`config.mk`:
```
export PLATFORM = sky130hd
export DESIGN_NAME = axi_lite_master_engine
export DESIGN_NICKNAME = d
export VERILOG_FILES = /design/src/rtl/axi_lite_master_engine.sv
export SDC_FILE = /design/constraint.sdc
export NUM_CORES = 1
export LEC_CHECK = 0
export ABC_AREA = 1
export CAP_MARGIN = 40
export CORE_UTILIZATION = 43
export DETAILED_ROUTE_END_ITERATION = 8
export PLACE_DENSITY = 0.88
export SYNTH_ARGS = -nofsm -noshare
export SYNTH_HDL_FRONTEND = slang
export SYNTH_SLANG_ARGS = --single-unit
export TNS_END_PERCENT = 30
```
`constraint.sdc`:
```
create_clock -name M_AXI_LITE_ACLK -period 2.7 [get_ports M_AXI_LITE_ACLK]
set_input_delay 0.54 -clock M_AXI_LITE_ACLK [delete_from_list [all_inputs] [get_ports M_AXI_LITE_ACLK]]
set_output_delay 0.54 -clock M_AXI_LITE_ACLK [all_outputs]
set_load 0.005 [all_outputs]
```
`src/rtl/axi_lite_master_engine.sv`:
```
// AXI4-Lite master command engine: queued write/read commands in, in-order responses out.
// Optional watchdog built when AXI_LITE_MASTER_TIMEOUT_EN is defined.
module axi_lite_master_engine #(
    parameter int C_M_AXI_LITE_ADDR_WIDTH = 32,
    parameter int C_M_AXI_LITE_DATA_WIDTH = 32,
    parameter int C_MAX_OUTSTANDING       = 4,
    parameter int C_TIMEOUT_CYCLES        = 1024
) (
    input  logic                                 M_AXI_LITE_ACLK,
    input  logic                                 M_AXI_LITE_ARESET,
    input  logic                                 cmd_valid,
    output logic                                 cmd_ready,
    input  logic                                 cmd_write,
    input  logic [C_M_AXI_LITE_ADDR_WIDTH-1:0]   cmd_addr,
    input  logic [C_M_AXI_LITE_DATA_WIDTH-1:0]   cmd_wdata,
    input  logic [C_M_AXI_LITE_DATA_WIDTH/8-1:0] cmd_wstrb,
    input  logic [2:0]                           cmd_prot,
    output logic                                 rsp_valid,
    input  logic                                 rsp_ready,
    output logic                                 rsp_write,
    output logic [C_M_AXI_LITE_DATA_WIDTH-1:0]   rsp_rdata,
    output logic [1:0]                           rsp_resp,
    output logic                                 timeout_err,
    output logic [C_M_AXI_LITE_ADDR_WIDTH-1:0]   M_AXI_LITE_AWADDR,
    output logic [2:0]                           M_AXI_LITE_AWPROT,
    output logic                                 M_AXI_LITE_AWVALID,
    input  logic                                 M_AXI_LITE_AWREADY,
    output logic [C_M_AXI_LITE_DATA_WIDTH-1:0]   M_AXI_LITE_WDATA,
    output logic [C_M_AXI_LITE_DATA_WIDTH/8-1:0] M_AXI_LITE_WSTRB,
    output logic                                 M_AXI_LITE_WVALID,
    input  logic                                 M_AXI_LITE_WREADY,
    input  logic [1:0]                           M_AXI_LITE_BRESP,
    input  logic                                 M_AXI_LITE_BVALID,
    output logic                                 M_AXI_LITE_BREADY,
    output logic [C_M_AXI_LITE_ADDR_WIDTH-1:0]   M_AXI_LITE_ARADDR,
    output logic [2:0]                           M_AXI_LITE_ARPROT,
    output logic                                 M_AXI_LITE_ARVALID,
    input  logic                                 M_AXI_LITE_ARREADY,
    input  logic [C_M_AXI_LITE_DATA_WIDTH-1:0]   M_AXI_LITE_RDATA,
    input  logic [1:0]                           M_AXI_LITE_RRESP,
    input  logic                                 M_AXI_LITE_RVALID,
    output logic                                 M_AXI_LITE_RREADY
);
    localparam int CNT_W = $clog2(C_MAX_OUTSTANDING + 1);

    logic [CNT_W-1:0] outstanding;
    logic             cur_write;
    logic             busy, aw_free, w_free, ar_free, slot_free, type_ok, room, rsp_free;
    logic             accept, b_hs, r_hs;

    // A holding register counts as free in the cycle its handshake completes,
    // which keeps one command per cycle when the slave READYs stay high.
    assign aw_free   = !M_AXI_LITE_AWVALID | M_AXI_LITE_AWREADY;
    assign w_free    = !M_AXI_LITE_WVALID  | M_AXI_LITE_WREADY;
    assign ar_free   = !M_AXI_LITE_ARVALID | M_AXI_LITE_ARREADY;
    assign slot_free = cmd_write ? (aw_free & w_free) : ar_free;
    assign busy      = (outstanding != '0);
    assign type_ok   = !busy | (cmd_write == cur_write);
    assign room      = (outstanding < CNT_W'(C_MAX_OUTSTANDING));
    assign cmd_ready = !M_AXI_LITE_ARESET & !timeout_err & room & type_ok & slot_free;
    assign accept    = cmd_valid & cmd_ready;

    // Only the active type's channel may return, and never with nothing in flight.
    assign rsp_free          = !rsp_valid | rsp_ready;
    assign M_AXI_LITE_BREADY = !M_AXI_LITE_ARESET & rsp_free & busy & cur_write;
    assign M_AXI_LITE_RREADY = !M_AXI_LITE_ARESET & rsp_free & busy & !cur_write;
    assign b_hs              = M_AXI_LITE_BVALID & M_AXI_LITE_BREADY;
    assign r_hs              = M_AXI_LITE_RVALID & M_AXI_LITE_RREADY;

    always_ff @(posedge M_AXI_LITE_ACLK) begin
        if (M_AXI_LITE_ARESET) begin
            outstanding        <= '0;
            cur_write          <= 1'b0;
            M_AXI_LITE_AWADDR  <= '0;
            M_AXI_LITE_AWPROT  <= '0;
            M_AXI_LITE_AWVALID <= 1'b0;
            M_AXI_LITE_WDATA   <= '0;
            M_AXI_LITE_WSTRB   <= '0;
            M_AXI_LITE_WVALID  <= 1'b0;
            M_AXI_LITE_ARADDR  <= '0;
            M_AXI_LITE_ARPROT  <= '0;
            M_AXI_LITE_ARVALID <= 1'b0;
            rsp_valid          <= 1'b0;
            rsp_write          <= 1'b0;
            rsp_rdata          <= '0;
            rsp_resp           <= '0;
        end else begin
            if (M_AXI_LITE_AWREADY) M_AXI_LITE_AWVALID <= 1'b0;
            if (M_AXI_LITE_WREADY)  M_AXI_LITE_WVALID  <= 1'b0;
            if (M_AXI_LITE_ARREADY) M_AXI_LITE_ARVALID <= 1'b0;
            if (accept) begin
                cur_write <= cmd_write;
                if (cmd_write) begin
                    M_AXI_LITE_AWADDR  <= cmd_addr;
                    M_AXI_LITE_AWPROT  <= cmd_prot;
                    M_AXI_LITE_AWVALID <= 1'b1;
                    M_AXI_LITE_WDATA   <= cmd_wdata;
                    M_AXI_LITE_WSTRB   <= cmd_wstrb;
                    M_AXI_LITE_WVALID  <= 1'b1;
                end else begin
                    M_AXI_LITE_ARADDR  <= cmd_addr;
                    M_AXI_LITE_ARPROT  <= cmd_prot;
                    M_AXI_LITE_ARVALID <= 1'b1;
                end
            end

            case ({accept, b_hs | r_hs})
                2'b10:   outstanding <= outstanding + 1'b1;
                2'b01:   outstanding <= outstanding - 1'b1;
                default: outstanding <= outstanding;
            endcase

            if (b_hs) begin
                rsp_valid <= 1'b1;
                rsp_write <= 1'b1;
                rsp_resp  <= M_AXI_LITE_BRESP;
                rsp_rdata <= '0;
            end else if (r_hs) begin
                rsp_valid <= 1'b1;
                rsp_write <= 1'b0;
                rsp_resp  <= M_AXI_LITE_RRESP;
                rsp_rdata <= M_AXI_LITE_RDATA;
            end else if (rsp_ready) begin
                rsp_valid <= 1'b0;
            end
        end
    end

`ifdef AXI_LITE_MASTER_TIMEOUT_EN
    localparam int WD_W = $clog2(C_TIMEOUT_CYCLES + 1);
    logic [WD_W-1:0] wd_cnt;
    logic            wd_err;

    // Flag is raised on the edge where the count reaches C_TIMEOUT_CYCLES.
    always_ff @(posedge M_AXI_LITE_ACLK) begin
        if (M_AXI_LITE_ARESET) begin
            wd_cnt <= '0;
            wd_err <= 1'b0;
        end else if (!busy || b_hs || r_hs) begin
            wd_cnt <= '0;
        end else begin
            if (wd_cnt == WD_W'(C_TIMEOUT_CYCLES - 1)) wd_err <= 1'b1;
            if (wd_cnt != WD_W'(C_TIMEOUT_CYCLES))     wd_cnt <= wd_cnt + 1'b1;
        end
    end
    assign timeout_err = wd_err;
`else
    assign timeout_err = 1'b0;
`endif
endmodule

```
==> flow_metrics.tcl <==
set metrics [dict create \
    status "completed" \
    grt_pass1_vias 6051 \
    synth.distinct_cells 23 \
    r2r_cells 11 \
    clockBufferDepth 2 \
    finalNetCount 1242 \
    vias 6623 \
    dp_hpwl_microns 12800 \
    root_buffer "clkbuf_16" \
    fmax_ghz 0.385 \
    p_sw_mw 1.45 \
    grt_usage_pct 25.5 \
    drive_above_1_share_pct 6.09 \
    setup_viol 0 \
    slew_headroom_pct 44.2 \
    die-area_sq_um 15000 \
    grt_pass1_wl_microns 29600 \
    coreArea_sq_um 14000 \
    power_frac_clock_pct 41.6 \
    postSynthCellCount 884 \
    io_buffers 264 \
    skew_ns 0.0108 \
    grt_max_degree 77 \
    ir_drop_uv 396 \
    rows 43 \
    wl_per_cell_microns 14.5 \
    numCtsBuffers 17 \
    die_w_microns 122 \
    power_frac_seq_pct 40.4 \
    finalHoldViolCount 0 \
    tightest_slew_ns 0.837 \
    antenna_found_initial 1 \
    swShare_pct 24.5 \
    path_clk_slew_ns 0.06 \
    intPower_mw 4.49 \
    start_kind "input pin" \
    synthFlopType "dfxtp_1" \
    synth_area_sq_um 6240 \
    die_h_microns 122 \
    hold_buffers 0 \
    yosysWarningCount 0 \
    min_period_over_period_pct 96.3 \
    cp.arrival_ns 2.06 \
    ys_seq_area_share_pct 47.8 \
    clk_latency_ns 0.42 \
    final_antenna_net_count 0 \
    fin_util_pct 69.1 \
    synth_edf_count 0 \
    drt_iter0_drc 417 \
    finalMaxSlewViolations 0 \
    cp_max_fo 3 \
    syn_to_final_growth_pct 55.5 \
    wl_microns 19100 \
    path_class "in2out" \
    required_ns 2.16 \
    hold_path_depth 2 \
    clock_sinks 149 \
    viasPerCell 5.04 \
    grt-ovfl-total 0 \
    setup_tns_ns 0 \
    share_comb_of_total_power_pct 18.0 \
    route.detailed.drc 0 \
    hold_class "reg2reg" \
    async_reset_ff_share_pct 0 \
    cp-end-kind "primary output" \
    powerDensity_nw_per_um2 613 \
    ioPinCount 266 \
    syn_avg_cell_area_sq_um 7.06 \
    rsz0062_at_grt "no" \
    min_period_ns 2.60 \
    start_util_pct 44.4 \
    ys_seq_elements 149 \
    cap_viol_max_count 0 \
    leakage_nw 4.02 \
    gp_congestion 0.832 \
    htree_levels 4 \
    cts_tree "built" \
    dr.pass1.iters 5 \
    syn_nets 1003 \
]
[per-layer routing]
layer	up-vias	GRT usage, %	part of all wire (%)
li1	3299	-	-
met1	3017	27.8	40
met2	249	43.3	48
met3	58	9.15	7.9
met4	0	13.6	4.3
met5	-	0	0
[critical path, cell delays in order]
cell             delay, ns
clkdlybuf4s50_1       0.46
inv_1                 0.06
a21oi_2               0.19
nand2_1               0.12
nor2_1                0.16
clkdlybuf4s50_1       0.54
[synthesized netlist by cell type, types with 3 or more instances]
cell type / number / area (sq um)
nor2_1: 221 / 830
nand2_1: 156 / 586
dfxtp_1: 149 / 2980
nand4_1: 108 / 676
inv_1: 82 / 308
a21oi_1: 41 / 205
nand3_1: 37 / 185
clkbuf_1: 31 / 116
buf_2: 27 / 135
buf_1: 11 / 41.3
o21ai_0: 4 / 20.0
nor2_4: 3 / 33.8
[through the flow]
stage	setup WS [ns]	power, mW	cell area, sq um	std cells	hold WS (ns)
final	0.0995	5.95	9710	1314	0.461
after global routing	0.0253	6.22	9710	1314	0.475
after CTS	0.0764	5.99	9700	1313	0.463
after detailed placement	0.0205	3.51	9080	1284	0.454
after global placement	0.111	3.48	9050	1283	0.451
after floorplan	0.296	2.94	6240	884	0.457
[registers in the layout, indices dropped and copies added (netlist names)]
name	flops
rsp_rdata	32
M_AXI_LITE_ARPROT	3
M_AXI_LITE_ARADDR	32
cur_write	1
outstanding	3
M_AXI_LITE_WVALID	1
M_AXI_LITE_AWVALID	1
rsp_write	1
rsp_resp	2
M_AXI_LITE_AWPROT	3
M_AXI_LITE_WDATA	32
M_AXI_LITE_WSTRB	4
M_AXI_LITE_AWADDR	32
M_AXI_LITE_ARVALID	1
rsp_valid	1
[placed cells by master, fill, tap and decap left out, types with 2 or more instances in the layout]
master,instances
clkdlybuf4s50_1,262
nor2_1,221
nand2_1,155
dfxtp_1,149
nand4_1,108
inv_1,81
a21oi_1,40
nand3_1,37
buf_4,23
clkbuf_16,17
buf_12,5
o21ai_0,4
bufinv_16,4
nor2_4,3
clkbuf_8,3
inv_2,2
nand2_2,2
clkinv_2,2
nor3_1,2
clkinv_4,2
[layout make-up]
cell class,count,area (sq um)
Tap cell,180,225
Sequential cell,149,2980
Inverter,84,317
Fill cell,1127,4340
Clock buffer,21,470
Antenna cell,1,2.50
Timing Repair Buffer,292,2930
Clock inverter,8,150
Multi-Input combinational cell,579,2630
[path summary, 6_finish.rpt]
kind	start	end	slack, ns
setup reg to reg	outstanding[1]$_SDFFE_PP0P_	outstanding[2]$_SDFFE_PP0P_	0.66
hold / removal	rsp_rdata[27]$_SDFFE_PP0P_	rsp_rdata[27]$_SDFFE_PP0P_	0.46
setup / recovery	rsp_ready	M_AXI_LITE_BREADY	0.1
hold reg to reg	rsp_rdata[27]$_SDFFE_PP0P_	rsp_rdata[27]$_SDFFE_PP0P_	0.46
[kinds of logic (layout without fill, tap and decap cells)]
kind of cell    after synthesis  in the layout  share of synthesized area [%]
other cells                   1              2                         0.0601
fa+ha+maj                     2              2                          0.521
buf+inv                     156            405                           10.2
simple gates                530            530                           37.7
compound gates               45             45                           3.61
flops                       149            149                           47.8
xor+xnor                      1              1                          0.140
[power groups by stage]
| stage | Sequential [mW] | Clock [mW] | Combinational [mW] |
|---|---|---|---|
| after floorplan | 2.46 | 0 | 0.481 |
| after global placement | 2.44 | 0 | 1.04 |
| after detailed placement | 2.45 | 0 | 1.06 |
| after CTS | 2.41 | 2.52 | 1.07 |
| after global routing | 2.42 | 2.62 | 1.17 |
| final | 2.40 | 2.47 | 1.07 |
[repair_timing]
| action | CTS | global route |
|---|---|---|
| gates resized for setup | 1 | 1 |
| setup endpoints to repair | 1 | 1 |
| endpoints found under the hold margin | 0 | 0 |
| pin swaps | 0 | 0 |
| buffers inserted | 0 | 0 |
(Power assumes the default switching activity.)
